<file path="src/rtl/seg_scan_driver_pkg.sv">
// seg_pkg: shared converter states, segment patterns and display limits
package seg_pkg;
  typedef enum logic [2:0] {IDLE, DIV60, DIVM10, DIVS10, DONE} conv_state_t;
  localparam int MAX_SECONDS = 5999;
  localparam logic [6:0] SEG_BLANK = 7'b1111111;
  localparam logic [6:0] SEG_0 = 7'b1000000;
  localparam logic [6:0] SEG_1 = 7'b1111001;
  localparam logic [6:0] SEG_2 = 7'b0100100;
  localparam logic [6:0] SEG_3 = 7'b0110000;
  localparam logic [6:0] SEG_4 = 7'b0011001;
  localparam logic [6:0] SEG_5 = 7'b0010010;
  localparam logic [6:0] SEG_6 = 7'b0000010;
  localparam logic [6:0] SEG_7 = 7'b1111000;
  localparam logic [6:0] SEG_8 = 7'b0000000;
  localparam logic [6:0] SEG_9 = 7'b0010000;
  // Active-low g..a pattern for a BCD digit; non-decimal codes go dark
  function automatic logic [6:0] seg_decode(input logic [3:0] d);
    case (d)
      4'd0: return SEG_0;
      4'd1: return SEG_1;
      4'd2: return SEG_2;
      4'd3: return SEG_3;
      4'd4: return SEG_4;
      4'd5: return SEG_5;
      4'd6: return SEG_6;
      4'd7: return SEG_7;
      4'd8: return SEG_8;
      4'd9: return SEG_9;
      default: return SEG_BLANK;
    endcase
  endfunction
endpackage

</file>
<file path="src/rtl/seg_scan_driver_if.sv">
// seg_scan_driver_if: time value, display controls and multiplexed display pins
interface seg_scan_driver_if;
  logic [13:0] seconds;
  logic blank;
  logic blank_lz;
  logic dp_en;
  logic [6:0] seg;
  logic dp;
  logic [3:0] an;
  logic busy;
  modport master (output seconds, blank, blank_lz, dp_en, input seg, dp, an, busy);
  modport slave (input seconds, blank, blank_lz, dp_en, output seg, dp, an, busy);
endinterface

</file>
<file path="src/rtl/mmss_converter.sv">
// mmss_converter: sequential binary seconds to MM:SS BCD digits by repeated subtraction
module mmss_converter #(
  parameter int MAX_SECONDS = seg_pkg::MAX_SECONDS
) (
  input  logic clock,
  input  logic reset,
  input  logic [13:0] seconds,
  output logic busy,
  output logic [3:0][3:0] digits
);
  import seg_pkg::*;
  conv_state_t state;
  logic [13:0] sat, val, last, rem;
  logic [6:0] mins;
  logic [3:0] mtens, stens;
  assign sat = seconds > 14'(MAX_SECONDS) ? 14'(MAX_SECONDS) : seconds;
  // Divide by 60, then split minutes and seconds into tens/units; digits publish atomically in DONE
  always_ff @(posedge clock or posedge reset) begin
    if (reset) begin
      state <= IDLE;
      busy <= 1'b0;
      val <= '0;
      last <= '0;
      rem <= '0;
      mins <= '0;
      mtens <= '0;
      stens <= '0;
      digits <= '0;
    end else begin
      case (state)
        IDLE: if (sat != last) begin
          val <= sat;
          rem <= sat;
          mins <= '0;
          busy <= 1'b1;
          state <= DIV60;
        end
        DIV60: if (rem >= 14'd60) begin
          rem <= rem - 14'd60;
          mins <= mins + 7'd1;
        end else begin
          mtens <= '0;
          state <= DIVM10;
        end
        DIVM10: if (mins >= 7'd10) begin
          mins <= mins - 7'd10;
          mtens <= mtens + 4'd1;
        end else begin
          stens <= '0;
          state <= DIVS10;
        end
        DIVS10: if (rem >= 14'd10) begin
          rem <= rem - 14'd10;
          stens <= stens + 4'd1;
        end else begin
          state <= DONE;
        end
        DONE: begin
          digits <= {mtens, mins[3:0], stens, rem[3:0]};
          last <= val;
          busy <= 1'b0;
          state <= IDLE;
        end
        default: state <= IDLE;
      endcase
    end
  end
endmodule

</file>
<file path="src/rtl/seg_scan_driver.sv">
// seg_scan_driver: MM:SS countdown display with time-multiplexed 4-digit 7-segment scan
module seg_scan_driver #(
  parameter int REFRESH_DIV = 100000,
  parameter int MAX_SECONDS = seg_pkg::MAX_SECONDS
) (
  input logic clock,
  input logic reset,
  seg_scan_driver_if.slave bus
);
  import seg_pkg::*;
  localparam int CW = REFRESH_DIV > 1 ? $clog2(REFRESH_DIV) : 1;
  logic [CW-1:0] cnt;
  logic [1:0] idx, nidx;
  logic tc;
  logic [3:0][3:0] digits;
  logic [3:0] digit;
  mmss_converter #(.MAX_SECONDS(MAX_SECONDS)) u_conv (
    .clock(clock),
    .reset(reset),
    .seconds(bus.seconds),
    .busy(bus.busy),
    .digits(digits)
  );
  assign tc = cnt == CW'(REFRESH_DIV - 1);
  assign nidx = tc ? idx + 2'd1 : idx;
  assign digit = digits[nidx];
  // Outputs follow the upcoming slot so pins and index switch on the same edge
  always_ff @(posedge clock or posedge reset) begin
    if (reset) begin
      cnt <= '0;
      idx <= '0;
      bus.seg <= SEG_BLANK;
      bus.dp <= 1'b1;
      bus.an <= 4'hF;
    end else begin
      cnt <= tc ? '0 : cnt + 1'b1;
      idx <= nidx;
      bus.seg <= seg_decode(digit);
      bus.dp <= !(nidx == 2'd2 && bus.dp_en);
      bus.an <= (bus.blank || (nidx == 2'd3 && bus.blank_lz && digit == 4'd0)) ? 4'hF : ~(4'b0001 << nidx);
    end
  end
endmodule

</file>
<file path="src/flat_wrapper.sv">
// flat-port wrapper written by rule: the top's interface ports become plain ports
module seg_scan_driver_flat import seg_pkg::*;
#(
  parameter int REFRESH_DIV = 100000,
  parameter int MAX_SECONDS = seg_pkg::MAX_SECONDS
)
  (clock, reset, bus_seconds, bus_blank, bus_blank_lz, bus_dp_en, bus_seg, bus_dp, bus_an, bus_busy);
  seg_scan_driver_if bus_i ();
  input logic clock;
  input logic reset;
  input wire logic [$bits(bus_i.seconds)-1:0] bus_seconds;
  input wire logic [$bits(bus_i.blank)-1:0] bus_blank;
  input wire logic [$bits(bus_i.blank_lz)-1:0] bus_blank_lz;
  input wire logic [$bits(bus_i.dp_en)-1:0] bus_dp_en;
  output wire logic [$bits(bus_i.seg)-1:0] bus_seg;
  output wire logic [$bits(bus_i.dp)-1:0] bus_dp;
  output wire logic [$bits(bus_i.an)-1:0] bus_an;
  output wire logic [$bits(bus_i.busy)-1:0] bus_busy;
  assign bus_i.seconds = bus_seconds;
  assign bus_i.blank = bus_blank;
  assign bus_i.blank_lz = bus_blank_lz;
  assign bus_i.dp_en = bus_dp_en;
  assign bus_seg = bus_i.seg;
  assign bus_dp = bus_i.dp;
  assign bus_an = bus_i.an;
  assign bus_busy = bus_i.busy;
  seg_scan_driver #(.REFRESH_DIV(REFRESH_DIV), .MAX_SECONDS(MAX_SECONDS)) u_core (.clock(clock), .reset(reset), .bus(bus_i));
endmodule
</file>
<file path="config.mk">
export PLATFORM = sky130hd
export DESIGN_NAME = seg_scan_driver_flat
export DESIGN_NICKNAME = d
export VERILOG_FILES = /design/src/rtl/seg_scan_driver_pkg.sv /design/src/rtl/seg_scan_driver_if.sv /design/src/rtl/mmss_converter.sv /design/src/rtl/seg_scan_driver.sv /design/src/flat_wrapper.sv
export SDC_FILE = /design/constraint.sdc
export NUM_CORES = 1
export LEC_CHECK = 0
export ABC_AREA = 1
export BUFFER_PORTS_ARGS = -buffer_cell sky130_fd_sc_hd__buf_2
export CAP_MARGIN = 25
export CORE_AREA = 2 2 124 126
export DETAILED_ROUTE_END_ITERATION = 16
export DIE_AREA = 0 0 126 128
export PLACE_DENSITY = 0.63
export SLEW_MARGIN = 40
export SYNTH_ARGS = -nofsm -noshare
export SYNTH_HDL_FRONTEND = slang
export SYNTH_SLANG_ARGS = --single-unit
</file>
<file path="constraint.sdc">
create_clock -name clock -period 8.5 [get_ports clock]
set_clock_uncertainty 0.15 [all_clocks]
set_input_delay 1.7 -clock clock [delete_from_list [all_inputs] [get_ports clock]]
set_output_delay 1.7 -clock clock [all_outputs]
set_load 0.05 [all_outputs]
</file>
==> metrics.md <==
| Metric | Value |
|---|---|
| Iter 0 DRT Violations | 350 |
| R2R depth | 10 |
| Vias in the first global route | 4,702 |
| Post-DP HPWL | 9350 µm |
| CP Launch Type | input pin |
| Die height | 128 µm |
| Hold worst-path end | u_core.cnt[0] |
| Synth Flop Type | dfrtp_1 |
| Minimum clock period | 3.89 ns |
| Critical Path Fanout Max | 24 |
| Synthesized flop and latch total | 108 |
| Unique cell type count in the Yosys netlist | 45 |
| # diodes | 0 |
| Detailed-route via count | 5,135 |
| Clk pwr share | 21.1% |
| Comb power frac | 37.2% |
| Initial antenna violation count | 0 |
| Chip Width | 126 µm |
| Critical Path AT | 3.98 ns |
| Multi-input logic area | 2840 µm² |
| # rows | 45 |
| Fraction of layout cells with a size suffix above 1 | 11.7% |
| F_max | 0.257 GHz |
| CP Class | in2reg |
| Highest-count cells in the layout ignoring fill and taps | nand2_1, inv_1, dfrtp_1 |
| MaxCap Viol Count | 0 |
| Post-synth ARST share | 100% |
| Critical path origin | bus_seconds[10] |
| Post-cts hold buffer count | 0 |
| Fin. max-slew vios | 0 |
| Pleak | 0.00331 µW |
| Post-Synthesis Cells | 797 |
| Setup TNS | 0 ns |
| Post-Syn Area | 6110 µm² |
| Register area | 2720 µm² |
| Grt ovf | 0 |
| Reg2reg setup slack | 5.57 ns |
| Nets | 850 |
| PnR worst setup slack | 4.61 ns |
| FILL cells | 1,524 |
| Design internal power | 1070 µW |
| First-pass GRT wire length | 23,100 µm |
| Total CTS buffers | 9 |
| Syn nets | 831 |
| PortBufs | 31 |
| Switching power | 752 µW |
| Worst hold path class | reg2reg |
| Worst slack, placed | 4.01 ns |
| Post-CTS Setup Bufs | 0 |
| Yosys warnings | 0 |
| WHS Path Cells | 1 |
| Top Ports | 32 |
| Maximum buffer depth of the clock tree | 2 |
| Cts repair resizes | 0 |
| Placed Area | 6400 µm² |
| Post-DR wirelength/cell | 13.2 µm |
| Clock Tree Root | clkbuf_16 |
| Data required time of the critical path | 8.59 ns |
| Clock transition at the registers of the reported paths | 0.06 ns |
| Routed wire length | 13,300 µm |
| Core ar. | 14,900 µm² |
| GRT Util Overall | 17.5% |
| Worst-margin pin slew | 0.805 ns |
| Antenna Nets Post-Route | 0 |
| Seq/Total Area, Yosys | 44.5% |
| Crit path capture type | register |
| DIE AREA | 16,100 µm² |
| Drt first pass iters | 5 |
| Starting Density | 41.1% |
| Finished Cell Area | 6660 µm² |
| DRC Markers | 0 |
| PwrDens | 274 nW/µm² |
| Commonest non-fill, non-tap cell in the layout | nand2_1 |
| Synth-to-Final Area Change | 9.06% |
| H-Tree Depth | 3 |
| Final setup fails | 0 |
| EDFF count, synth | 0 |
| R2r endpoint | u_core.u_conv.rem[8] |
| Reg2reg start | u_core.u_conv.state[1] |
| Hold path start | u_core.cnt[0] |
| Avg Inst Size Synth | 7.66 µm² |
| Worst skew pair latency | 0.36 ns |
| Unrepaired setup endpoints after global routing | false |
| DR vias/cell | 5.09 |
| Seq pwr share | 41.7% |
| Clock sink count | 108 |
| Slew headroom | 46.3% |
| Tcrit/Tclk final | 45.8% |
| Worst IR Drop VDD | 0.122 mV |
| Final hold violation count | 0 |
| Pin count of the biggest net entering global routing | 83 |
| Status | finished, final reports clean |
| Switching share of total power | 41.2% |
| TritonCTS clock tree | yes |
| Routability cong. | 0.861 |
==> cell usage after synthesis, types with 4 or more instances <==
cell      instances  area share (%)
o221ai_1          8             1.1
nor3_1            7            0.57
a21oi_1          22             1.8
nand2_1         207              13
clkbuf_1         12            0.74
inv_2             6            0.37
nor2_1           67             4.1
buf_4             4            0.49
ha_1             15             3.1
nand2_4           4            0.74
nand3_1          59             4.8
inv_1           101             6.2
buf_2             7            0.57
xor2_1            7             1.0
nand4_1          34             3.5
nand2_2           7            0.72
o21ai_0          72             5.9
dfrtp_1          96              39
dfstp_2          12             5.2
o21ai_1           7            0.57
o211ai_1          5            0.61
==> worst max-delay path by stage <==
stage	end	slack [ns]	cells past startpoint
floorplan	u_core.cnt[0]	3.82	1
global placement	u_core.u_conv.mins[0]	4.04	16
detailed placement	u_core.u_conv.mins[0]	4.01	16
CTS	u_core.u_conv.mins[0]	4.38	16
global route	u_core.u_conv.mins[0]	4.35	16
finish	u_core.u_conv.rem[8]	4.61	16
==> cell families (layout without fill, tap and decap cells) <==
logic type	count (synthesis)	count (layout)	share of synthesized area, %
AOI/OAI and AO/OA	127	127	11.8
and+or+nand+nor	399	399	29.6
xor gates and xnor gates	11	11	1.89
adders and majority gates	15	15	3.07
DFF	108	108	44.5
buffers and inverters	137	160	9.08
==> flip-flops by register name, summed over array words and instances (netlist names), 7 cells and up <==
| name | flops |
|---|---|
| u_core.bus.seg | 7 |
| u_core.cnt | 17 |
| u_core.u_conv.digits | 16 |
| u_core.u_conv.last | 14 |
| u_core.u_conv.mins | 7 |
| u_core.u_conv.rem | 14 |
| u_core.u_conv.val | 14 |
==> area by class of cell <==
cell class                 instances  area share (%)
clock buffer                      11            3.49
clock inverter                     4           0.395
inverter                         111            6.37
multi-input combinational        552            42.6
sequential                       108            40.8
tap                              188            3.53
timing repair buffer              34            2.76
==> worst max-delay path, stage by stage <==
cell     delay, ns
buf_2         0.10
inv_1         0.09
nor2_1        0.06
nand2_1       0.06
nand2_1       0.04
nand2_1       0.45
nand2_2       0.14
nor2_1        0.22
nand2_1       0.08
nand3_1       0.10
nor2_1        0.06
nand3_1       0.06
buf_4         0.27
nand3_2       0.32
nand2_1       0.15
nand2_1       0.06
==> layer usage <==
| layer | vias up | global-route usage [%] | wire length, µm |
|---|---|---|---|
| li1 | 2645 | - | - |
| met1 | 2373 | 24.1 | 6530 |
| met2 | 104 | 27.9 | 6020 |
| met3 | 13 | 4.01 | 594 |
| met4 | 0 | 4.85 | 184 |
| met5 | - | 0 | 0 |
==> per-stage QoR <==
stage                     power (µW)  hold slack [ns]  util [%]  std cells
after floorplan                 1290            0.283         -        797
after global placement          1440            0.305      43.0        993
after detailed placement        1440            0.311      43.0        993
after CTS                       1840            0.320      44.8       1008
after global routing            1980            0.341      44.8       1008
final                           1820            0.319      44.8       1008
==> power groups by stage <==
stage	logic, µW	registers, µW	clock network, µW
3_3_place_gp	671	768	0
3_5_place_dp	675	767	0
2_1_floorplan	515	777	0
6_report	679	760	385
4_1_cts	677	759	399
5_1_grt	780	781	418
Power figures use the tool's default switching activity.
